## config.mk

```make
export PLATFORM = sky130hd
export DESIGN_NAME = e1_rx_cdr
export DESIGN_NICKNAME = d
export VERILOG_FILES = /design/src/rtl/e1_rx_cdr.sv
export SDC_FILE = /design/constraint.sdc
export NUM_CORES = 1
export LEC_CHECK = 0
export BUFFER_PORTS_ARGS = -buffer_cell sky130_fd_sc_hd__buf_2
export CAP_MARGIN = 0
export CORE_MARGIN = 2
export CORE_UTILIZATION = 33
export CTS_CLUSTER_DIAMETER = 60
export DETAILED_ROUTE_END_ITERATION = 7
export PLACE_DENSITY = 0.48
export SYNTH_ARGS = -nofsm -noshare
export SYNTH_HDL_FRONTEND = slang
export SYNTH_SLANG_ARGS = --single-unit
```

## constraint.sdc

```tcl
create_clock -name clk -period 2.25 [get_ports clk]
set_clock_uncertainty 0.15 [all_clocks]
set_input_delay 0 -clock clk [delete_from_list [all_inputs] [get_ports clk]]
set_output_delay 0 -clock clk [all_outputs]
set_load 0.005 [all_outputs]
```

## src/rtl/e1_rx_cdr.sv

```systemverilog
// ---------------------------------------------------------------------------
// e1_rx_cdr -- E1 receive clock/data recovery from a dual-rail pulse line.
//
// The two asynchronous pad lines are synchronised and glitch-filtered. A
// free-running phase counter marks bit periods. Any rising activity on
// either filtered line re-centres the counter. One strobe is emitted per
// recovered bit, carrying which polarities were seen during that bit. A
// loss-of-signal flag rises after LOS_BITS consecutive empty bits.
//
// Parameters
//   PERIOD    nominal bit period in clk cycles (8..63)
//   LOS_BITS  consecutive empty bits before loss-of-signal (1..255)
// Ports
//   clk        single clock, all logic in this domain
//   rst        synchronous active-high reset
//   pad_rx_hi  asynchronous positive-pulse line
//   pad_rx_lo  asynchronous negative-pulse line
//   out_hi     positive pulse seen in the bit just ended (valid with out_stb)
//   out_lo     negative pulse seen in the bit just ended (valid with out_stb)
//   out_stb    one-cycle strobe per recovered bit
//   los        loss-of-signal flag
// ---------------------------------------------------------------------------
module e1_rx_cdr #(
    parameter int PERIOD   = 15,
    parameter int LOS_BITS = 255
) (
    input  logic clk,
    input  logic rst,
    input  logic pad_rx_hi,
    input  logic pad_rx_lo,
    output logic out_hi,
    output logic out_lo,
    output logic out_stb,
    output logic los
);

    localparam logic [5:0] PH_HALF = 6'(PERIOD / 2);
    localparam logic [5:0] PH_LAST = 6'(PERIOD - 1);
    localparam logic [7:0] ZC_MAX  = 8'(LOS_BITS);

    // 2-of-3 majority vote used by the glitch filter
    function automatic logic maj3(input logic a, input logic b, input logic c);
        return (a & b) | (a & c) | (b & c);
    endfunction

    // Bit [1] carries the hi line, bit [0] the lo line, throughout the front end.
    logic [1:0] r_sync1;
    logic [1:0] r_sync2;
    logic [1:0] r_dly3;
    logic [1:0] r_dly4;
    logic [1:0] r_filt;
    logic [1:0] r_filt_q;

    logic [5:0] r_ph;
    logic       r_hs;
    logic       r_ls;
    logic [7:0] r_zc;
    logic       r_los;
    logic       r_out_hi;
    logic       r_out_lo;
    logic       r_out_stb;

    logic [1:0] w_filt_next;
    logic       w_edge;
    logic       w_bit_end;
    logic [5:0] w_ph_next;
    logic       w_hs_next;
    logic       w_ls_next;
    logic       w_out_hi_next;
    logic       w_out_lo_next;
    logic [7:0] w_zc_next;
    logic       w_los_next;

    // Glitch filter vote over the synchroniser output and its two delayed copies
    always_comb begin
        w_filt_next    = 2'b00;
        w_filt_next[1] = maj3(r_sync2[1], r_dly3[1], r_dly4[1]);
        w_filt_next[0] = maj3(r_sync2[0], r_dly3[0], r_dly4[0]);
    end

    // Start of activity on either line after a quiet cycle re-centres the phase
    assign w_edge    = (r_filt[1] | r_filt[0]) & ~(r_filt_q[1] | r_filt_q[0]);
    assign w_bit_end = (r_ph == PH_LAST);

    // Phase counter, seen flags and output capture
    always_comb begin
        w_ph_next     = r_ph + 6'd1;
        w_hs_next     = r_hs | r_filt[1];
        w_ls_next     = r_ls | r_filt[0];
        w_out_hi_next = r_out_hi;
        w_out_lo_next = r_out_lo;
        // Edge beats bit-end for the phase only; the strobe still fires below.
        if (w_edge) begin
            w_ph_next = PH_HALF;
        end else if (w_bit_end) begin
            w_ph_next = 6'd0;
        end else begin
            w_ph_next = r_ph + 6'd1;
        end
        // At bit-end the current level starts the next bit rather than closing this one.
        if (w_bit_end) begin
            w_hs_next     = r_filt[1];
            w_ls_next     = r_filt[0];
            w_out_hi_next = r_hs;
            w_out_lo_next = r_ls;
        end else begin
            w_hs_next     = r_hs | r_filt[1];
            w_ls_next     = r_ls | r_filt[0];
            w_out_hi_next = r_out_hi;
            w_out_lo_next = r_out_lo;
        end
    end

    // Empty-bit counter and loss-of-signal flag
    always_comb begin
        w_zc_next  = r_zc;
        w_los_next = r_los;
        if (w_edge) begin
            w_zc_next = 8'd0;
        end else if (r_out_stb) begin
            if (r_out_hi | r_out_lo) begin
                w_zc_next = 8'd0;
            end else if (r_zc != ZC_MAX) begin
                w_zc_next = r_zc + 8'd1;
            end else begin
                w_zc_next = r_zc;
            end
        end else begin
            w_zc_next = r_zc;
        end
        if (w_edge) begin
            w_los_next = 1'b0;
        end else if (r_zc == ZC_MAX) begin
            w_los_next = 1'b1;
        end else begin
            w_los_next = r_los;
        end
    end

    // State registers with synchronous reset
    always_ff @(posedge clk) begin
        if (rst) begin
            r_sync1   <= 2'b00;
            r_sync2   <= 2'b00;
            r_dly3    <= 2'b00;
            r_dly4    <= 2'b00;
            r_filt    <= 2'b00;
            r_filt_q  <= 2'b00;
            r_ph      <= 6'd0;
            r_hs      <= 1'b0;
            r_ls      <= 1'b0;
            r_out_hi  <= 1'b0;
            r_out_lo  <= 1'b0;
            r_out_stb <= 1'b0;
            r_zc      <= ZC_MAX;
            r_los     <= 1'b1;
        end else begin
            r_sync1   <= {pad_rx_hi, pad_rx_lo};
            r_sync2   <= r_sync1;
            r_dly3    <= r_sync2;
            r_dly4    <= r_dly3;
            r_filt    <= w_filt_next;
            r_filt_q  <= r_filt;
            r_ph      <= w_ph_next;
            r_hs      <= w_hs_next;
            r_ls      <= w_ls_next;
            r_out_hi  <= w_out_hi_next;
            r_out_lo  <= w_out_lo_next;
            r_out_stb <= w_bit_end;
            r_zc      <= w_zc_next;
            r_los     <= w_los_next;
        end
    end

    assign out_hi  = r_out_hi;
    assign out_lo  = r_out_lo;
    assign out_stb = r_out_stb;
    assign los     = r_los;

endmodule

```

==> summary.md, run 1 <==
| Metric | Value |
|---|---|
| First-pass GRT wire length | around 4100 um |
| Slew @ Worst Pin | approximately 540 ps |
| Synth cell types | 36 |
| Logic pwr share | 0.039 |
| Reg area | around 640 um^2 |
| Register share of total power | 0.478 |
| Seq/Total Area, Yosys | 0.4981 |
| Fin crit period | roughly 1800 ps |
| Worst path arrival time | about 1900 ps |
| Met2 Usage GRT | 0.2000 |
| Switching power | between 0.2 and 0.25 mW |
| Overall power | ~1.2 mW |
| Post-synthesis cell count | between 100 and 150 |
| Setup CP Type | reg2reg |
| Port bufs | 7 |
| Worst skew pair latency | approximately 280 ps |
| Placed wire-length estimate | ~1600 um |
| Multi-input gate area | roughly 600 um^2 |
| Unrepaired setup endpoints after global routing | no |
| Worst-path clk slew | approximately 70 ps |
| Status | completed |
| Worst Hold Launch | rst |
| Crit path capture type | flop |
| Vias per inst | around 4.9 |
| Die area | approximately 0.0044 mm^2 |
| Syn Area/Cell | about 9.5 um^2 |
| Core area | roughly 0.0037 mm^2 |
| Filler cell count | around 380 |
| RR Startpoint | r_zc[0]$_SDFFE_PP1P_ |
| Largest net degree at the start of global routing | 30 |
| Setup Buffers After CTS | 0 |
| Yosys warning count | 0 |
| Number of max-cap violations | 0 |
| Area share of the largest cell type after synthesis | 0.4981 |
| DRC Markers | 0 |
| Req. time, crit path | between 2000 and 2500 ps |
| Num ports | 8 |
| Row count | 22 |
| WL/cell | about 11 um |
| Worst min-delay path endpoint | r_hs$_SDFF_PP0_ |
| R2R depth | 5 |
| DR pass1 iterations | 2 |
| Initial Util | 0.3461 |
| Leak | approximately 0.63 nW |
| Cell Area, Synth | between 0.001 and 0.0015 mm^2 |
| Worst path cell trace | ha_1 > and3_4 > nand2_2 > or3_1 > a311o_1 |
| Die Height | 66.43 um |
| Fin cells | between 150 and 200 |
| Worst min-delay path class | in2reg |
| Cell taking the most area after synthesis | dfxtp_1 |
| Placer Congestion | about 0.80 |
| Largest cells by area after synthesis | dfxtp_1 50%, a21oi_1 5.1%, nor2b_1 4.9%, nor2_1 4.4%, ha_1 2.9% |
| Relative slew slack | 0.6378 |
| Final hold viol count | 0 |
| Area grow syn2layout | 16.54% |
| CP Max Fanout | 5 |
| CP peak stage delay | roughly 400 ps |
| Clock power frac | 0.482 |
| F_max | 0.5465 GHz |
| Startpoint type of the worst setup path | flop |
| WHS | a little over 10 ps |
| Die width | approximately 66 um |
| Detailed Route WL | around 2200 um |
| # setup viols final | 0 |
| Flop2flop setup slack | roughly 420 ps |
| Share of cells above drive strength 1 | 0.1275 |
| Seq cells post-synth | 32 |
| Met3 usage | 0.04600 |
| Crit path buffers/inverters | 0 |
| CTS Buffer Depth | 2 |
| PD cells | between 800 and 900 mW/mm^2 |
| Mapped Nets | 143 |
| Worst R2R End | r_zc[6]$_SDFFE_PP1P_ |
| Switching Fraction | 0.1928 |
| Root Driver | clkbuf_8 |
| Routing usage on met1 | 0.1441 |
| Int Power | 0.9921 mW |
| Vias in the first global route | a little under 1000 |
| H-Tree Depth | 2 |
| Dpl cells | about 190 |
| Initial antenna violation count | 0 |
| GRT Total Usage | 0.1253 |
| WHS Path Cells | 2 |
| # nets final | ~160 |
| DR iter-0 viols | 16 |
| CTS tree | done |
| Slowest cell on crit path | dfxtp_1 |
| Largest delay contributor family on the critical path | simple AND/OR/NAND/NOR gates |
| Post-Route Setup TNS | 0 ps |
| Routed Antenna Nets | 0 |
| Most Used Layer, Global Route | met2 |
| CTS sink cnt | 32 |
| Routed vias | 960 |
| TritonCTS Buffers | 5 |
| Final period utilization | 0.8133 |
| Peak supply drop | about 360 uV |
| ANT cells | 0 |
| Slew Viols, Final | 0 |
| Global route total overflow | 0 |
flip-flops by register name, summed over array words and instances, names as in the netlist:
signal and cells:
r_hs 1, r_filt_q 2, r_dly4 2, out_lo 1, r_dly3 2, r_zc 8, out_hi 1, r_filt 2
out_stb 1, r_ph 6, r_sync2 2, los 1, r_ls 1, r_sync1 2
Yosys cell counts, drive strengths merged:
cell	count
xnor2	1
clkbuf	3
inv	5
a21oi	13
a31o	1
a211oi	2
and3	2
xor2	3
o21bai	1
dfxtp	32
o211ai	1
and4	1
nor4	2
nor2b	10
o31ai	2
nand2b	1
nand2	7
a221o	2
ha	3
o21ai	3
or3	2
buf	1
nand3	5
a311o	3
nand4	4
nor2	15
a21o	1
nor3	6
a211o	1
mux2i	3
power by group through the flow:
stage / Clock, mW / Sequential, mW / Combinational, mW
6_report: 0.593 / 0.588 / 0.0482
3_3_place_gp: 0 / 0.600 / 0.0457
2_1_floorplan: 0 / 0.598 / 0.0383
4_1_cts: 0.616 / 0.588 / 0.0489
3_5_place_dp: 0 / 0.601 / 0.0460
5_1_grt: 0.646 / 0.589 / 0.0562
timing repair:
action,CTS,global route
resized for setup,0,0
hold endpoints to repair,2,0
hold buffers,2,0
final cells by class:
class                   instances  share of cell area
clock buffers                   7             0.06427
inverters                       5             0.01252
repair buffers                  9             0.03673
flip-flops and latches         32              0.4274
well taps                      48             0.04007
multi-input cells              95              0.3990
clock inverters                 1             0.02003
logic make-up after synthesis:
group                    Yosys count  synth area share
XOR/XNOR                           4           0.02724
flip-flops                        32            0.4981
AND/OR/NAND/NOR                   55            0.2257
adder cells (fa/ha/maj)            3           0.02919
multiplexers                       3           0.02335
AO/OA/AOI/OAI                     30            0.1595
buffers and inverters              9           0.03697
metal layers:
layer | share of wire | wire length [um]
met1 | 0.47 | 1047
met2 | 0.48 | 1062
met3 | 0.030 | 67
met4 | 0.025 | 56
met5 | 0 | 0
how the worst max path moves through the flow:
stage	from	end	slack, ps	cells past startpoint
floorplan	r_zc[0]$_SDFFE_PP1P_	r_zc[6]$_SDFFE_PP1P_	540	5
global route	r_zc[1]$_SDFFE_PP1P_	r_zc[6]$_SDFFE_PP1P_	320	5
detailed placement	r_zc[0]$_SDFFE_PP1P_	r_zc[6]$_SDFFE_PP1P_	440	5
CTS	r_zc[0]$_SDFFE_PP1P_	r_zc[6]$_SDFFE_PP1P_	420	5
finish	r_zc[0]$_SDFFE_PP1P_	r_zc[6]$_SDFFE_PP1P_	420	5
global placement	r_zc[0]$_SDFFE_PP1P_	r_zc[6]$_SDFFE_PP1P_	480	5
cells in the final DEF (no fill, tap or decap), drive strengths merged:
cell / n
dfxtp: 32
nor2: 15
a21oi: 13
nor2b: 10
clkbuf: 7
buf: 7
nand2: 7
nor3: 6
inv: 5
nand3: 5
nand4: 4
a311o: 3
xor2: 3
mux2i: 3
ha: 3
o21ai: 3
a211oi: 2
a221o: 2
or3: 2
nor4: 2
dlygate4sd3: 2
and3: 2
o31ai: 2
and4: 1
o211ai: 1
o21bai: 1
a211o: 1
nand2b: 1
xnor2: 1
a31o: 1
a21o: 1
bufinv: 1
through the flow:
stage / util / setup WS, ps / cell area [um^2]
finish: 0.4034 / 420.1 / 1499
global route: 0.4034 / 318.5 / 1499
CTS: 0.4034 / 416.0 / 1499
detailed placement: 0.3640 / 435.6 / 1353
global placement: 0.3640 / 480.5 / 1353
floorplan: - / 535.6 / 1286
No activity file was read; power rests on OpenSTA's default activity.
==> run 2: changes to the inputs <==
Settings changed: PLACE_DENSITY 0.48 to 0.49.
Clock period 2.25 ns to 1.6 ns, I/O delays scaled along.
==> summary.md, run 2 (synthesis gave the netlist of run 1 again) <==
| Metric | Value |
|---|---|
| Status | complete, but fails checks |
| Violated checks | setup timing |
| Placer Congestion | roughly 0.90 |
| Vias per inst | 5.053 |
| Met3 wire len | roughly 65 um |
| Biggest register | r_zc |
| Largest net degree at the start of global routing | 20 |
| Placed wire-length estimate | ~1800 um |
| # nets final | ~170 |
| Slowest cell on crit path | dfxtp_2 |
| First-pass GRT wire length | 4146 um |
| H-Tree Depth | 2 |
| Reg area | around 640 um^2 |
| CP Max Fanout | 5 |
| WL/cell | 11.90 um |
| Multi-input gate area | 623.1 um^2 |
| Met2 Wirelength | approximately 1200 um |
| Vias in the first global route | 1011 |
| Initial Util | 0.3461 |
| Post-route cell area | between 0.0015 and 0.002 mm^2 |
| Overall power | 1.472 mW |
| Filler cell count | 389 |
| Startpoint type of the worst setup path | flop |
| DR pass1 iterations | 4 |
| Global route total overflow | 0 |
| Area grow syn2layout | 22.86% |
| Relative slew slack | 0.7334 |
| Slew Viols, Final | 0 |
| Leak | around 0.67 nW |
| R2R depth | 5 |
| F_max | around 0.61 GHz |
| Die Height | ~66 um |
| Final period utilization | 1.018 |
| Port bufs | 7 |
| Detailed Route WL | between 2000 and 2500 um |
| CTS sink cnt | 32 |
| Fin cells | about 210 |
| Worst path arrival time | between 1500 and 2000 ps |
| DR top layer | met4 |
| Largest registers | r_zc (8), r_ph (6) |
| CTS Buffer Depth | 2 |
| Peak supply drop | 599.3 uV |
| DRC Markers | 0 |
| Number of max-cap violations | 0 |
| Num ports | 8 |
| Routed vias | around 1100 |
| CTS tree | done |
| TritonCTS Buffers | 5 |
| Req. time, crit path | ~1600 ps |
| Dpl cells | roughly 200 |
| Final hold viol count | 0 |
| Crit path capture type | flop |
| Share of cells above drive strength 1 | 0.2050 |
| Setup Buffers After CTS | 0 |
| Worst-path clk slew | around 60 ps |
| Fin crit period | between 1500 and 2000 ps |
| Unrepaired setup endpoints after global routing | yes |
| Row count | 22 |
| Initial antenna violation count | 0 |
| Core area | between 0.003 and 0.004 mm^2 |
| Setup CP Type | reg2reg |
| WHS Path Cells | 1 |
| Slew @ Worst Pin | 397.8 ps |
| Die width | 66.43 um |
| Routed Antenna Nets | 0 |
| CP peak stage delay | between 300 and 400 ps |
| Worst skew pair latency | approximately 280 ps |
| Largest register FFs | 8 |
| Most common cell after layout, fill and taps aside | dfxtp_1 |
| Commonest cells after routing, fill and taps aside | 30 x dfxtp_1, 14 x nor2_1, 13 x a21oi_1, 11 x buf_4, 10 x nor2b_1 |
| Placed inst area | 0.001450 mm^2 |
| Met1 wire length | between 1000 and 1500 um |
| Die area | 0.004413 mm^2 |
| Root Driver | clkbuf_8 |
| Worst path cell trace | ha_4 > and3_4 > nand2_4 > or3_1 > a311o_1 |
| # setup viols final | 1 |
| Worst min-delay path class | reg2reg |
| Final WS setup | -29.17 ps |
| GRT Total Usage | 0.1262 |
| PD cells | 931.5 mW/mm^2 |
| DR iter-0 viols | 22 |
| ANT cells | 0 |
==> run 2: layout make-up <==
cell class                 instances  area share
sequential                        32      0.4070
multi-input combinational         95      0.3943
timing repair buffer              22     0.09976
clock buffer                       6     0.04592
tap                               48     0.03800
inverter                           5     0.01188
clock inverter                     1    0.003167
==> run 2: critical path: cells and delay by family, from the launching register on <==
family	cells	cell delay [ps]
compound gates	1	270
fa+ha+maj	1	140
flops	1	350
simple gates	3	610
==> run 2: what timing repair did <==
item,4_1_cts,5_1_grt
endpoints found under the setup margin,2,4
hold buffers,4,0
gates cloned,0,0
gates resized for setup,2,1
pin swaps,0,1
hold endpoints to repair,10,0
==> run 2: routing by layer <==
| metal | vias to the layer above | global-route usage |
|---|---|---|
| met3 | 4 | 0.04600 |
| met2 | 16 | 0.2075 |
| met1 | 500 | 0.1383 |
| li1 | 536 | - |
| met4 | 0 | 0.07398 |
| met5 | - | 0 |
==> run 2: final timing paths <==
kind / start / end / slack [ps]
worst max-delay path: r_zc[1]$_SDFFE_PP1P_ / r_zc[6]$_SDFFE_PP1P_ / -30
worst min register to register: r_sync1[0]$_SDFF_PP0_ / r_sync2[0]$_SDFF_PP0_ / 300
worst min-delay path: r_sync1[0]$_SDFF_PP0_ / r_sync2[0]$_SDFF_PP0_ / 300
worst max register to register: r_zc[1]$_SDFFE_PP1P_ / r_zc[6]$_SDFFE_PP1P_ / -30
==> run 2: metrics by stage <==
| stage | utilization | setup WS [ps] | setup TNS, ps | hold slack [ps] |
|---|---|---|---|---|
| finish | 0.4253 | -29.17 | -29.17 | 296.9 |
| global route | 0.4253 | -81.36 | -172.5 | 315.5 |
| CTS | 0.4246 | -35.62 | -35.62 | 303.0 |
| detailed placement | 0.3902 | -35.26 | -56.53 | 66.75 |
| global placement | 0.3902 | -10.33 | -10.33 | 63.53 |
| floorplan | - | 34.67 | 0 | -21.83 |
==> run 2: power breakdown <==
group,switching [mW],internal (mW),leakage [nW],total (mW)
Clock,0.269,0.295,0.0410,0.564
Sequential,0.0121,0.815,0.259,0.827
Combinational,0.0406,0.0408,0.369,0.0814
Total,0.321,1.15,0.669,1.47
